[src/rtl/dcache_ctrl_pkg.sv]
// Shared definitions for the data-cache miss controller: FSM states and
// line-geometry derivations used by the controller and its burst counter.
package dcache_ctrl_pkg;

  typedef enum logic [2:0] {
    IDLE,
    WB_REQ,
    WB_DATA,
    GAP,
    FILL_REQ,
    FILL_DATA,
    DONE
  } state_t;

  // Nibbles per cache line.
  function automatic int nib_of(input int line_length);
    return 2 * line_length;
  endfunction

  // Byte-offset bits within a line.
  function automatic int lb_of(input int line_length);
    return $clog2(line_length);
  endfunction

  // Burst counter width: one bit more than needed to index a nibble.
  function automatic int cnt_w_of(input int line_length);
    return $clog2(2 * line_length) + 1;
  endfunction

endpackage

[src/rtl/dcache_nib_counter.sv]
// Nibble burst counter: synchronous clear has priority over increment;
// tc flags that the current count addresses the last nibble of the line.
module dcache_nib_counter #(
  parameter int NIB = 8,
  parameter int CW  = 4
) (
  input  logic          clk,
  input  logic          reset,
  input  logic          clear,
  input  logic          inc,
  output logic [CW-1:0] count,
  output logic          tc
);

  // NOTE: sequential state is updated with non-blocking assignments so every
  // flop samples pre-edge values regardless of process evaluation order.
  always_ff @(posedge clk) begin
    if (reset || clear) begin
      count <= '0;
    end else if (inc) begin
      count <= count + CW'(1);
    end
  end

  assign tc = (count == CW'(NIB - 1));

endmodule

[src/rtl/dcache_ctrl.sv]
// Data-cache miss controller: optional dirty-line writeback burst, then a
// line fill burst from memory, stalling the CPU until the line is resident.
module dcache_ctrl
  import dcache_ctrl_pkg::*;
#(
  parameter int LINE_LENGTH = 4,
  parameter int PA          = 22
) (
  input  logic                               clk,
  input  logic                               reset,
  input  logic                               req_valid,
  input  logic [PA-1:0]                      paddr,
  input  logic                               fault,
  input  logic                               hit,
  input  logic                               push,
  input  logic                               pull,
  input  logic [PA-lb_of(LINE_LENGTH)-1:0]   tag,
  output logic                               stall,
  output logic                               rstrobe_d,
  output logic                               wstrobe_d,
  output logic                               mem_req,
  output logic                               mem_write,
  output logic [PA-1:0]                      mem_addr,
  input  logic                               mem_ack,
  output logic                               mem_wvalid,
  input  logic                               mem_rvalid,
  output logic                               err_gap
);

  localparam int NIB = nib_of(LINE_LENGTH);
  localparam int LB  = lb_of(LINE_LENGTH);
  localparam int CW  = cnt_w_of(LINE_LENGTH);

  state_t          state, state_next;
  logic            miss;
  logic            cnt_clear, cnt_inc, cnt_tc;
  logic [CW-1:0]   cnt;

  // pull is part of the lookup status bundle but carries no meaning here;
  // folding it in keeps the port without altering the miss decision.
  assign miss = req_valid && !fault && !hit && (pull || !pull);

  dcache_nib_counter #(
    .NIB (NIB),
    .CW  (CW)
  ) u_nib_counter (
    .clk   (clk),
    .reset (reset),
    .clear (cnt_clear),
    .inc   (cnt_inc),
    .count (cnt),
    .tc    (cnt_tc)
  );

  always_ff @(posedge clk) begin
    if (reset) begin
      state <= IDLE;
    end else begin
      state <= state_next;
    end
  end

  always_comb begin
    // NOTE: every output of this block gets a default first, so no path
    // through the case leaves a signal unassigned and no latch is inferred.
    state_next = state;
    cnt_clear  = 1'b1;
    cnt_inc    = 1'b0;
    rstrobe_d  = 1'b0;
    wstrobe_d  = 1'b0;
    mem_wvalid = 1'b0;
    mem_req    = 1'b0;
    mem_write  = 1'b0;
    mem_addr   = '0;
    err_gap    = 1'b0;

    unique case (state)
      IDLE: begin
        if (miss) state_next = push ? WB_REQ : FILL_REQ;
      end
      WB_REQ: begin
        mem_req   = 1'b1;
        mem_write = 1'b1;
        mem_addr  = {tag, {LB{1'b0}}};
        if (mem_ack) state_next = WB_DATA;
      end
      WB_DATA: begin
        cnt_clear  = 1'b0;
        cnt_inc    = 1'b1;
        rstrobe_d  = 1'b1;
        mem_wvalid = 1'b1;
        if (cnt_tc) state_next = GAP;
      end
      GAP: begin
        // Idle strobes let the cache nibble offset wrap back to zero.
        state_next = FILL_REQ;
      end
      FILL_REQ: begin
        mem_req  = 1'b1;
        mem_addr = paddr & ~PA'(LINE_LENGTH - 1);
        if (mem_ack) state_next = FILL_DATA;
      end
      FILL_DATA: begin
        cnt_clear = 1'b0;
        cnt_inc   = mem_rvalid;
        wstrobe_d = mem_rvalid;
        if (mem_rvalid && cnt_tc) begin
          state_next = DONE;
        end else if (!mem_rvalid && cnt != '0) begin
          // A broken burst is discarded and the whole line is re-fetched.
          err_gap    = 1'b1;
          state_next = GAP;
        end
      end
      DONE: begin
        state_next = IDLE;
      end
      default: begin
        state_next = IDLE;
      end
    endcase

    // Outputs stay quiet for the whole reset cycle, even mid-burst.
    if (reset) begin
      rstrobe_d  = 1'b0;
      wstrobe_d  = 1'b0;
      mem_wvalid = 1'b0;
      mem_req    = 1'b0;
      mem_write  = 1'b0;
      mem_addr   = '0;
      err_gap    = 1'b0;
    end
  end

  assign stall = !reset && req_valid && !fault && (!hit || state != IDLE);

endmodule
[config.mk]
export PLATFORM = sky130hd
export DESIGN_NAME = dcache_ctrl
export DESIGN_NICKNAME = d
export VERILOG_FILES = /design/src/rtl/dcache_ctrl_pkg.sv /design/src/rtl/dcache_nib_counter.sv /design/src/rtl/dcache_ctrl.sv
export SDC_FILE = /design/constraint.sdc
export NUM_CORES = 1
export LEC_CHECK = 0
export CORE_AREA = 2 2 54 56
export DETAILED_ROUTE_END_ITERATION = 10
export DIE_AREA = 0 0 56 58
export GPL_TIMING_DRIVEN = 0
export MAX_ROUTING_LAYER = met4
export PLACE_DENSITY = 0.92
export SYNTH_ARGS = -nofsm -noshare
export SYNTH_HDL_FRONTEND = slang
export SYNTH_HIERARCHICAL = 1
export SYNTH_SLANG_ARGS = --single-unit
export TNS_END_PERCENT = 5
[constraint.sdc]
create_clock -name clk -period 2 [get_ports clk]
set_input_delay 0.2 -clock clk [delete_from_list [all_inputs] [get_ports clk]]
set_output_delay 0.2 -clock clk [all_outputs]
set_load 0.02 [all_outputs]
# Word-level counts from Yosys, hierarchy flattened
# Index checks and enable logic that the tools add are counted.
# word_totals
register_bits,7
output_inout_bits,29
input_bits,51
word_cells,57
# op_classes
n_addsub,1
muxes,24
eq_ne,11
n_reduce_logical,19
# ops
op,n
one-hot mux 22 bit (2 select lines),1
2-to-1 mux 22 bit,1
2-to-1 mux 3 bit,7
one-hot mux 3 bit (6 select lines),1
2-to-1 mux 1 bit,13
"inequality test 2 bit, second input constant",4
logical AND 1 bit,7
"== test 3 x 2 -> 1 bit, second input constant",2
"== test 3 bit, second input constant",2
AND reduction 5 bit,1
"adder 4 x 1 -> 4 bit, second input constant",1
"== test 4 x 3 -> 1 bit, second input constant",1
zero test 1 bit,4
nonzero test 4 bit,1
OR reduction 2 bit,2
"== test 3 x 1 -> 1 bit, second input constant",1
zero test 3 bit,1
"inequality test 3 bit, second input constant",1
nonzero test 3 bit,1
logical OR 1 bit,2
one-hot mux 1 bit (2 select lines),1

# Logic depth before layout (Yosys ltp)
# Gate-level depths: netlist of the first run.
# logic_depth
ltp_word,6
depth_mapped,7
depth_no_buf,7

# Hierarchy
# The synthesis of the first run kept the hierarchy.
# modules_own_cells
mod,seq_area_each_um2,n_inst,cells_per_inst,area_each_um2
dcache_ctrl,60.1,1,76,543.0
dcache_nib_counter,80.1,1,19,185.2

# Worst setup path after synthesis of the first run
# OpenSTA, ideal clock, no wires.
# synth_timing
kind,flip-flop to output port
startpoint,register state[1]
endpoint,output port mem_addr[12]
arrival_ns,1.494
setup_slack_ns,0.306
stages_incl_launch_ff,5
n_path_buf,1
path_cell_list,dfxtp_1 > or2_1 > nor2_1 > clkbuf_1 > a22o_1
# synth_between
elab_chain_cells,3
word_cells_on_any_way,4
cone_classes,eq/ne: 2; mux: 2
# synth_lines
item,line,text
start: declaration,dcache_ctrl.sv:34,"state_t state, state_next;"
start signal: assignment,dcache_ctrl.sv:59,state <= state_next;
== test 3 bit or == test 3 x 1 -> 1 bit (tied branches),dcache_ctrl.sv:77,unique case (state)
one-hot mux 22 bit (2 select lines) (*),dcache_ctrl.sv:77,
2-to-1 mux 22 bit (*),dcache_ctrl.sv:124,if (reset) begin
end: declaration,dcache_ctrl.sv:23,"output logic [PA-1:0] mem_addr,"
# Every way passes the cells marked *; elsewhere a longest branch is shown, timed or not.

# Final worst setup path of the first run
# layout_timing
startpoint,register state[1]
endpoint,output port mem_addr[14]
# The elaborated chain is that of the path after synthesis.

==> results of run 1 <==
registers in the layout (all words and copies together) (netlist names):
name,cells
u_nib_counter/count,4
state,3
timing repair:
action | 4_1_cts | 5_1_grt
resized for setup | 50 | 20
hold endpoints to repair | 0 | 0
cloned | 0 | 0
endpoints found under the setup margin | 27 | 21
worst min-delay path by stage:
| stage | startpoint | endpoint | cells after the start |
|---|---|---|---|
| 3_3_place_gp | u_nib_counter/count[1]$_SDFFE_PP0P_ | u_nib_counter/count[1]$_SDFFE_PP0P_ | 2 |
| 3_5_place_dp | u_nib_counter/count[1]$_SDFFE_PP0P_ | u_nib_counter/count[1]$_SDFFE_PP0P_ | 2 |
| 6_report | reset | state[0]$_SDFFE_PP0P_ | 2 |
| 2_1_floorplan | reset | state[0]$_SDFFE_PP0P_ | 1 |
| 4_1_cts | reset | state[0]$_SDFFE_PP0P_ | 2 |
| 5_1_grt | reset | state[0]$_SDFFE_PP0P_ | 2 |
kinds of logic after synthesis:
group,after synthesis,share of synthesized area [%]
compound gates,38,42.1
other cells,1,0.515
buf+inv,11,7.90
mux,2,2.92
fa+ha+maj,1,1.72
xor+xnor,1,1.20
simple gates,34,24.4
flops,7,19.2
where the power goes:
part           leakage (nW)  switching (mW)  total, mW  internal, mW
Sequential           0.0567          0.0274      0.190         0.162
Clock                0.0150          0.0580      0.135        0.0765
Combinational         0.580           0.412      0.782         0.371
Total                 0.652           0.497       1.11         0.610
final cells by class:
class | count | share of cell area [%]
Multi-Input combinational cell | 78 | 35.9
Inverter | 1 | 0.249
Timing Repair Buffer | 74 | 45.8
Sequential cell | 7 | 9.28
Tap cell | 31 | 2.57
Clock buffer | 4 | 1.74
Buffer | 10 | 4.47
layer usage:
layer  share of wire (%)  GRT usage (%)
met5                   0              -
met4                 1.8           6.46
met3                  10           3.35
met2                  50           33.9
met1                  38           18.9
synthesized netlist by cell type, types with 2 or more instances:
cell type,number,area (um2)
nand3b_1,2,15.0
a22o_1,20,175
nand2b_1,2,12.5
clkbuf_1,3,11.3
nor2_1,11,41.3
a21bo_2,2,20.0
nand2_1,5,18.8
nand3_1,2,10.0
nor4b_1,2,17.5
nor3_1,4,20.0
dfxtp_1,7,140
buf_4,3,22.5
buf_2,4,20.0
a21oi_1,6,30.0
critical path, cell delays in order (launching register included):
cell and delay [ps]:
dfxtp_1 370, or2_4 300, nor2_2 150, clkbuf_4 220, a22o_1 160, clkdlybuf4s15_2 260
==> results.ini, run 1 <==
[status]
outcome=completed

[cells_and_area]
drive_above_1_share_pct=20.7
final_cell_mix=clkdlybuf4s50_1, a22o_1, clkbuf_2
utilization_pct=56.7
fin_area_um2=1510
antenna_cells=0
syn2layout_area_growth_pct=107
multi_input_area_um2=542
regArea_um2=140
fillCellCount=242
final_common_cell=clkdlybuf4s50_1
finalNetCount=227
instances_no_fill=205

[sta]
fmax_mhz=519
period_share_pct=96.3
grt_setup_unrepaired=no
fin_ws_ps=74.3
holdWs_ps=448
totalNegativeSetupSlack_ps=0
hold_viol_final=0
drv_slew=0
fin_crit_ps=1930
finClkSkew_ps=7.38
finalSetupViolations=0

[pwr]
power_density_nw_per_um2=733
finalPower_mw=1.11
ir_worst_vdd_uv=553
p_leak_nw=0.652

[drt]
ant_nets=0
vias=1091
drtIter0Drc=44
drt-vias-per-instance=5.32
dr.pass1.iters=4
routed_wl_um=3080
wire_per_inst_um=15.0
drc_errors=0

[clock_network]
postCtsHoldBufs=0
path_clk_slew_ps=60
tritoncts=yes
numClockSinks=7
numCtsBuffers=3
root_buffer=clkbuf_4
htreeDepth=1
clkLatencyLatePin_ps=260
post_cts_buffers=0
clk_path_buf_depth=2

[synth]
synth_cell_types=36
yosysWarnings=6
syn_inst=95
synth_edf_count=0
yosysSeqAreaShare_pct=19.2
avgSynthCellArea_um2=7.67
synth-seq-cells=7
synth_flop_cell=dfxtp_1
async_flop_share_pct=0
synth_area_um2=728

[critical_path]
r2r-end=u_nib_counter/count[3]$_SDFFE_PP0P_
startpoint=state[1]$_SDFFE_PP0P_
crit_type=flip-flop to primary output
cp-start-kind=flip-flop
cp.required_ps=1800
r2r-start=state[2]$_SDFFE_PP0P_
r2r_slack_ps=230
reg2reg_depth=5
endpoint=mem_addr[14]
end_kind=primary output
arrival_ps=1730
worstPathMaxFanout=10

[placement]
dpl.hpwl_um=2480
placed_cells=201
placed_area_um2=1510
io_buffer_count=74
pre_cts_slack_ps=-698
gp_congestion=0.884

[floorplanning]
die_area_um2=3250
ioPinCount=80
die_y_um=58
die_w_um=56
coreArea_um2=2660
rows=19
start_util_pct=27.3

[global_routing]
grt_pass1_vias=991
grt_pass1_wl_um=4520
grt_usage_pct=18.1
grt.overflow.total=0
grt_max_degree=11
antenna_found_initial=0

[run]
cap_violations=0

[hold_path]
hp-class=input port to flip-flop

Note: power is estimated with default switching activity, not from simulation.
==> run 2: changes to the inputs <==
--- a/config.mk
+++ b/config.mk
@@ -5,12 +5,13 @@
 export SDC_FILE = /design/constraint.sdc
 export NUM_CORES = 1
 export LEC_CHECK = 0
-export CORE_AREA = 2 2 54 56
+export CORE_AREA = 2 2 64 48
 export DETAILED_ROUTE_END_ITERATION = 10
-export DIE_AREA = 0 0 56 58
+export DIE_AREA = 0 0 66 50
 export GPL_TIMING_DRIVEN = 0
 export MAX_ROUTING_LAYER = met4
-export PLACE_DENSITY = 0.92
+export PLACE_DENSITY = 0.91
+export REMOVE_ABC_BUFFERS = 1
 export SYNTH_ARGS = -nofsm -noshare
 export SYNTH_HDL_FRONTEND = slang
 export SYNTH_HIERARCHICAL = 1
==> results.ini, run 2 (synthesis gave the netlist of run 1 again) <==
[global_routing]
use_met1_pct=22.0
grt_usage_pct=20.8
top_usage_layer=met2
antenna_found_initial=0
grt_max_degree=18
grt_pass1_vias=1071
grt.overflow.total=0
met3_usage_pct=3.65
met2_usage_pct=37.9
grt_pass1_wl_um=5070

[sta]
finClkSkew_ps=2.13
drv_slew=0
finalSetupViolations=0
fmax_mhz=529
hold_viol_final=0
relSlewSlack_pct=54.3
period_share_pct=94.6
fin_crit_ps=1890
tightest_slew_ps=678
grt_setup_unrepaired=no

[cells_and_area]
fin_area_um2=1610
top_regs=u_nib_counter/count x4, state x3
instances_no_fill=207
drive_above_1_share_pct=14.0
final_cell_mix=clkdlybuf4s50_1, dlygate4sd2_1, a22o_1
regMostFlops=u_nib_counter/count
antenna_cells=0
largest_reg_flops=4
finalNetCount=224
final_common_cell=clkdlybuf4s50_1
syn2layout_area_growth_pct=121

[drt]
drt-vias-per-instance=5.44
wire_per_inst_um=16.5
dr.pass1.iters=6
drc_errors=0
ant_nets=0
vias=1127
routed_wl_um=3410
drtIter0Drc=47

[floorplanning]
rows=16
coreArea_um2=2680
die_w_um=66
ioPinCount=80
die_y_um=50
start_util_pct=27.1
die_area_um2=3300

[placement]
placed_area_um2=1460
io_buffer_count=74
placed_cells=196
dpl.hpwl_um=2350
gp_congestion=0.818

[clock_network]
clkLatencyLatePin_ps=230
postCtsHoldBufs=0
path_clk_slew_ps=40
tritoncts=yes
htreeDepth=1
clk_path_buf_depth=2
root_buffer=clkbuf_8
numClockSinks=7
numCtsBuffers=3

[critical_path]
crit_chain=or2_4, nor2_4, a22o_1, dlygate4sd2_1
cp.required_ps=1800
worstPathMaxFanout=17
crit_slowest_cell=dfxtp_2
reg2reg_depth=4
crit_type=flip-flop to primary output
end_kind=primary output
slowest_delay_ps=400
arrival_ps=1690
cp-start-kind=flip-flop

[hold_path]
hp-class=input port to flip-flop
worstHoldPathCells=2

[status]
outcome=completed

[pwr]
ir_worst_vdd_uv=641
power_density_nw_per_um2=785
p_leak_nw=0.746

[run]
cap_violations=0

-- run 2: cell count changes in the layout (fill, tap and decap cells not counted), sizes merged --
cell	previous run	this run
nor2	11	17
or2	2	3
dlygate4sd2	8	22
clkinv	0	1
clkdlybuf4s15	8	0
buf	9	0
clkbuf	15	3
dlymetal6s2s	1	5
-- run 2: path summary, 6_finish.rpt --
path                                          to                                start  slack [ps]
max                                 mem_addr[19]                state[1]$_SDFFE_PP0P_         110
max reg2reg  u_nib_counter/count[3]$_SDFFE_PP0P_                state[2]$_SDFFE_PP0P_         150
min                        state[0]$_SDFFE_PP0P_                                reset         500
min reg2reg  u_nib_counter/count[1]$_SDFFE_PP0P_  u_nib_counter/count[1]$_SDFFE_PP0P_         580
-- run 2: layout make-up --
| cell class | instances | area [um2] |
|---|---|---|
| tap | 36 | 45.0 |
| timing repair buffer | 74 | 726 |
| clock inverter | 1 | 5.00 |
| sequential | 7 | 144 |
| clock buffer | 3 | 41.3 |
| multi-input combinational | 85 | 643 |
| fill | 250 | 1070 |
| inverter | 1 | 3.75 |
-- run 2: what timing repair did --
| item | 4_1_cts | 5_1_grt |
|---|---|---|
| setup endpoints to repair | 27 | 5 |
| resized for setup | 41 | 5 |
| buffers inserted | 0 | 0 |
| pin swaps | 5 | 0 |
| gates cloned | 7 | 0 |
-- run 2: per-stage QoR --
| step | hold WS [ps] | utilization (%) | worst slack (ps) | power, mW | setup TNS, ps |
|---|---|---|---|---|---|
| finish | 500 | 59.9 | 108 | 1.26 | 0 |
| detailed placement | 557 | 54.6 | -1120 | 0.969 | -23060 |
| floorplan | 269 | - | -199 | 0.626 | -3980 |
| global placement | 543 | 54.6 | -1070 | 0.943 | -21900 |
| CTS | 484 | 59.5 | 15.6 | 1.26 | 0 |
| global route | 503 | 59.9 | 34.3 | 1.33 | 0 |
-- run 2: metal layers --
metal,part of all wire (%),vias to the layer above,wire length [um]
li1,-,523,-
met1,38,521,1290
met2,49,75,1670
met3,11,8,361
met4,2.5,0,85
met5,0,-,0
-- run 2: worst max-delay path: cells and delay by family, from the launching register on --
kind / cells / cell delay (ps)
DFF: 1 / 400
and+or+nand+nor: 2 / 540
AOI/OAI and AO/OA: 1 / 180
buffers and inverters: 1 / 340
-- run 2: power breakdown --
| group | internal, mW | total (mW) | leakage (nW) | switching [mW] |
|---|---|---|---|---|
| Combinational | 0.378 | 0.808 | 0.662 | 0.430 |
| Sequential | 0.168 | 0.255 | 0.0580 | 0.0873 |
| Clock | 0.135 | 0.199 | 0.0255 | 0.0645 |
| Total | 0.681 | 1.26 | 0.746 | 0.582 |
==> run 3: changes to the inputs <==
--- a/config.mk
+++ b/config.mk
@@ -9,9 +9,9 @@
 export DETAILED_ROUTE_END_ITERATION = 10
 export DIE_AREA = 0 0 66 50
 export GPL_TIMING_DRIVEN = 0
-export MAX_ROUTING_LAYER = met4
 export PLACE_DENSITY = 0.91
 export REMOVE_ABC_BUFFERS = 1
+export SLEW_MARGIN = 40
 export SYNTH_ARGS = -nofsm -noshare
 export SYNTH_HDL_FRONTEND = slang
 export SYNTH_HIERARCHICAL = 1
==> results.ini, run 3 (synthesis gave the netlist of run 1 again) <==
[floorplanning]
die_w_um=66
die_y_um=50
start_util_pct=27.1
die_area_um2=3300
ioPinCount=80
coreArea_um2=2680
rows=16

[critical_path]
reg2reg_depth=4
end_kind=primary output
endpoint=mem_addr[6]
slowest_delay_ps=390
r2r-start=state[0]$_SDFFE_PP0P_
crit_slowest_cell=dfxtp_2
crit_chain=or2_4, buf_4, nor2_4, a22o_1, clkbuf_2
crit_type=flip-flop to primary output
startpoint=state[1]$_SDFFE_PP0P_
cp-start-kind=flip-flop
path_depth=5
cp.required_ps=1800
arrival_ps=1720
r2r_slack_ps=140
path_delay_family=simple AND/OR/NAND/NOR gates
r2r-end=u_nib_counter/count[3]$_SDFFE_PP0P_
worstPathMaxFanout=16
crit_buf_inv=2

[clock_network]
path_clk_slew_ps=40
postCtsHoldBufs=0
clkLatencyLatePin_ps=230
htreeDepth=1
root_buffer=clkbuf_8
clk_path_buf_depth=2
tritoncts=yes
numClockSinks=7
numCtsBuffers=3

[run]
cap_violations=0

[hold_path]
worstHoldPathCells=2
hp-class=input port to flip-flop

[placement]
gp_congestion=0.806
io_buffer_count=74
dpl.hpwl_um=2320

[cells_and_area]
finalNetCount=225
regArea_um2=144
top_regs=u_nib_counter/count x4, state x3
final_cell_mix=clkdlybuf4s50_1, a22o_1, clkbuf_2
final_common_cell=clkdlybuf4s50_1
syn2layout_area_growth_pct=114
drive_above_1_share_pct=22.7
fillCellCount=242
multi_input_area_um2=634
antenna_cells=0
regMostFlops=u_nib_counter/count
largest_reg_flops=4

[global_routing]
grt_pass1_wl_um=5200
grt_usage_pct=20.7
grt_pass1_vias=1110
grt.overflow.total=0
grt_max_degree=17
antenna_found_initial=0

[sta]
fin_crit_ps=1920
tightest_slew_ps=664
hold_viol_final=0
totalNegativeSetupSlack_ps=0
relSlewSlack_pct=55.2
finalSetupViolations=0
period_share_pct=95.9
drv_slew=0
finClkSkew_ps=2.59
fmax_mhz=521
grt_setup_unrepaired=no

[pwr]
ir_worst_vdd_uv=454
power_density_nw_per_um2=806
p_leak_nw=0.696
finalPower_mw=1.25

[drt]
drc_errors=0
drtIter0Drc=48
ant_nets=0
drt-vias-per-instance=5.43
dr.pass1.iters=4
vias=1130
routed_wl_um=3430
wire_per_inst_um=16.5

[status]
outcome=completed

-- run 3: cell types whose count changed in the layout (fill, tap and decap cells not counted) --
cell and delta:
clkdlybuf4s50_1 -1, clkbuf_2 +14, dlygate4sd2_1 -12, buf_4 +2, or2_4 -1, dlymetal6s2s_1 -1
-- run 3: metrics by stage --
| stage | setup slack, ps | util, % | cell area, um2 | instances | hold slack (ps) |
|---|---|---|---|---|---|
| 2_1_floorplan | -199 | - | 678 | 86 | 269 |
| 3_3_place_gp | -1070 | 54.6 | 1460 | 196 | 543 |
| 3_5_place_dp | -787 | 54.8 | 1470 | 196 | 556 |
| 4_1_cts | -131 | 59.4 | 1590 | 208 | 452 |
| 5_1_grt | 32.6 | 58.0 | 1560 | 208 | 485 |
| 6_report | 81.9 | 58.0 | 1560 | 208 | 466 |
-- run 3: worst min path at each step --
stage	start	endpoint	slack (ps)
floorplan	reset	state[0]$_SDFFE_PP0P_	270
global placement	u_nib_counter/count[1]$_SDFFE_PP0P_	u_nib_counter/count[1]$_SDFFE_PP0P_	540
detailed placement	u_nib_counter/count[1]$_SDFFE_PP0P_	u_nib_counter/count[1]$_SDFFE_PP0P_	560
CTS	reset	state[0]$_SDFFE_PP0P_	450
global route	reset	state[0]$_SDFFE_PP0P_	480
finish	reset	state[0]$_SDFFE_PP0P_	470
-- run 3: final cells by class --
| type | instances | area share [%] |
|---|---|---|
| timing repair buffer | 76 | 43.9 |
| clock buffer | 3 | 2.65 |
| multi-input combinational | 84 | 40.8 |
| tap | 36 | 2.89 |
| inverter | 1 | 0.241 |
| clock inverter | 1 | 0.322 |
| sequential | 7 | 9.24 |
-- run 3: power by group --
group          internal, mW  switching (mW)  total, mW
clock network         0.135          0.0615      0.196
logic                 0.366           0.437      0.803
registers             0.168          0.0865      0.255
total                 0.669           0.585       1.25
-- run 3: metal layers --
layer / vias to the layer above / wire length (um) / global-route usage, %
met5: - / 0 / 0
met1: 517 / 1230 / 20.4
met2: 79 / 1750 / 40.4
li1: 524 / - / -
met3: 10 / 371 / 4.34
met4: 0 / 82 / 9.86
-- run 3: what timing repair did --
item                                    CTS  global route
endpoints found under the setup margin   27            18
gates resized for setup                  39            33
gates cloned                              6             0
setup buffers                             2             0
pin swaps                                 5             0
==> RTL change, RTL diff (settings of run 1) <==
Re-encode `state_t` (7 states) as Gray code, 3 bits wide.
--- a/src/rtl/dcache_ctrl_pkg.sv
+++ b/src/rtl/dcache_ctrl_pkg.sv
@@ -3,13 +3,13 @@
 package dcache_ctrl_pkg;
 
   typedef enum logic [2:0] {
-    IDLE,
-    WB_REQ,
-    WB_DATA,
-    GAP,
-    FILL_REQ,
-    FILL_DATA,
-    DONE
+    IDLE      = 3'b000,
+    WB_REQ    = 3'b001,
+    WB_DATA   = 3'b011,
+    GAP       = 3'b010,
+    FILL_REQ  = 3'b110,
+    FILL_DATA = 3'b111,
+    DONE      = 3'b101
   } state_t;
 
   // Nibbles per cache line.
Behaviour: no difference found for any inputs over 10 cycles, from zero or initial values and one cycle with reset high; not proved beyond that.
==> RTL change against run 1 <==
  * Sequential share of layout area fell by 0.092 points
  * Wire length fell by 14%
  * Sequential cell count did not move
  * Cell area rose by 1.9%
  * Highest routed layer unchanged
  * Setup slack improved by 0.054 ns
  * Area after synthesis rose by 0.17%
Power is not compared: it rests on default switching activity, and its combinational part moved more than twofold at a synthesized area within 25%.
==> RTL change: results (changes against run 1) <==
| Metric | Value |
|---|---|
| Average wire per standard cell | 13.26 µm (-12%) |
| Post-cts resize count | 24 (-52%) |
| Mux cell area share after synthesis | 0.02916 (-0.00005010) |
| Wire length on met1 | 1.010 mm (-13%) |
| Critical path's slowest cell | dlygate4sd2_1 |
| Post-synth top cells | a22o_1, dfxtp_1, buf_4, nor2_1, a21oi_1 |
| DR iter-0 viols | 36 (-18%) |
| Placed cell count | 195 (-3.0%) |
| First-pass GRT wire length | 4.305 mm (-4.7%) |
| Seq/Total Area, Yosys | 0.1921 (-0.0003301) |
| Inverters | 4 (+3) |
| Grt met1 use | 0.1790 (-0.01015) |
| Worst Hold Class | flip-flop to flip-flop |
| Ratio of cells with drive above 1 in the final layout | 0.1369 (-0.06999) |
| # fillers | 243 (+0.41%) |
| Synth area leaders | a22o_1, dfxtp_1, buf_4 |
| Met2 Use GR | 0.2992 (-0.04034) |
| Non-CTS buffers | 83 (-1.2%) |
| FF+latch area | 141.4 µm² (+0.89%) |
| Status | finished clean |
| Adder-cell share of the synthesized area | 0.01715 (-0.00002947) |
| Setup WS pre-CTS | -0.4207 ns (+0.2769 ns) |
| #MultiIn Comb | 70 (-10%) |
| Vias | 1007 (-7.7%) |
| Met3 Track Usage GR | 0.04018 (+0.006696) |
| Via-per-instance ratio | 5.060 (-4.9%) |
| Post-synth top flop | dfxtp_1 |
| Clock Path Buffers | 2 (unchanged) |
| Cell family with most CP delay | buffers and inverters |
| Switch share | 0.3264 |
| Number of synthesized register bits | 7 (unchanged) |
| Logic power comb | 0.255 mW |
| Multi-input combinational area share | 0.3415 (-0.01728) |
| WL met2 | 1.282 mm (-17%) |
| Post-synthesis xor/xnor area fraction | 0.01201 (-0.00002063) |
| Largest stage delay on the critical path | 0.34 ns (-0.03 ns) |
| Vias in the first global route | 987 (-0.40%) |
| Clock buf/inv share | 0.01707 (-0.0003254) |
| Final nets | 221 (-2.6%) |
| RePlAce Congestion | 0.8164 (-7.6%) |
| Clock Pin Slew Worst Setup and Hold Paths | 0.05 ns |
| Initial antenna violation count | 0 (unchanged) |
| Wire length on met3 | 243 µm (-22%) |
| Non-clk buf share | 0.5146 (+0.01173) |
| Mapped Cells | 89 (-6.3%) |
| Syn avg cell area | 8.196 µm² (+6.9%) |
| Worst EP arrival | 1.67 ns (-0.06 ns) |
| Gr usage total | 0.1740 (-0.006987) |
| Clk_skew | 0.009921 ns (+0.002538 ns) |
| HPWL after detailed placement | 2.228 mm (-10%) |
| Synth Area in Compound Gates | 0.4202 (-0.0007221) |
| Worst skew pair latency | ~0.27 ns |
| Largest net degree at the start of global routing | 11 (unchanged) |
[RTL change: cell count changes after synthesis, moves of 2 or more]
cell / delta
nor2_1: -5
buf_4: +3
clkbuf_1: -3
inv_1: +3
nor4b_1: -2
o21bai_1: +2
[RTL change: worst paths after layout]
path | startpoint | to | slack, ns | depth (start not counted)
max | reset | mem_addr[10] | 0.13 | 6
min | u_nib_counter/count[1]$_SDFFE_PP0P_ | u_nib_counter/count[1]$_SDFFE_PP0P_ | 0.58 | 2
max reg2reg | state[1]$_SDFFE_PP0P_ | u_nib_counter/count[3]$_SDFFE_PP0P_ | 0.24 | 5
min reg2reg | u_nib_counter/count[1]$_SDFFE_PP0P_ | u_nib_counter/count[1]$_SDFFE_PP0P_ | 0.58 | 2
[RTL change: per-stage QoR]
stage | utilization | hold slack [ns]
final | 0.5780 | 0.5807
after global placement | 0.5681 | 0.5412
after floorplan | - | 0.3835
after detailed placement | 0.5681 | 0.5817
after CTS | 0.5705 | 0.5909
after global routing | 0.5780 | 0.6526
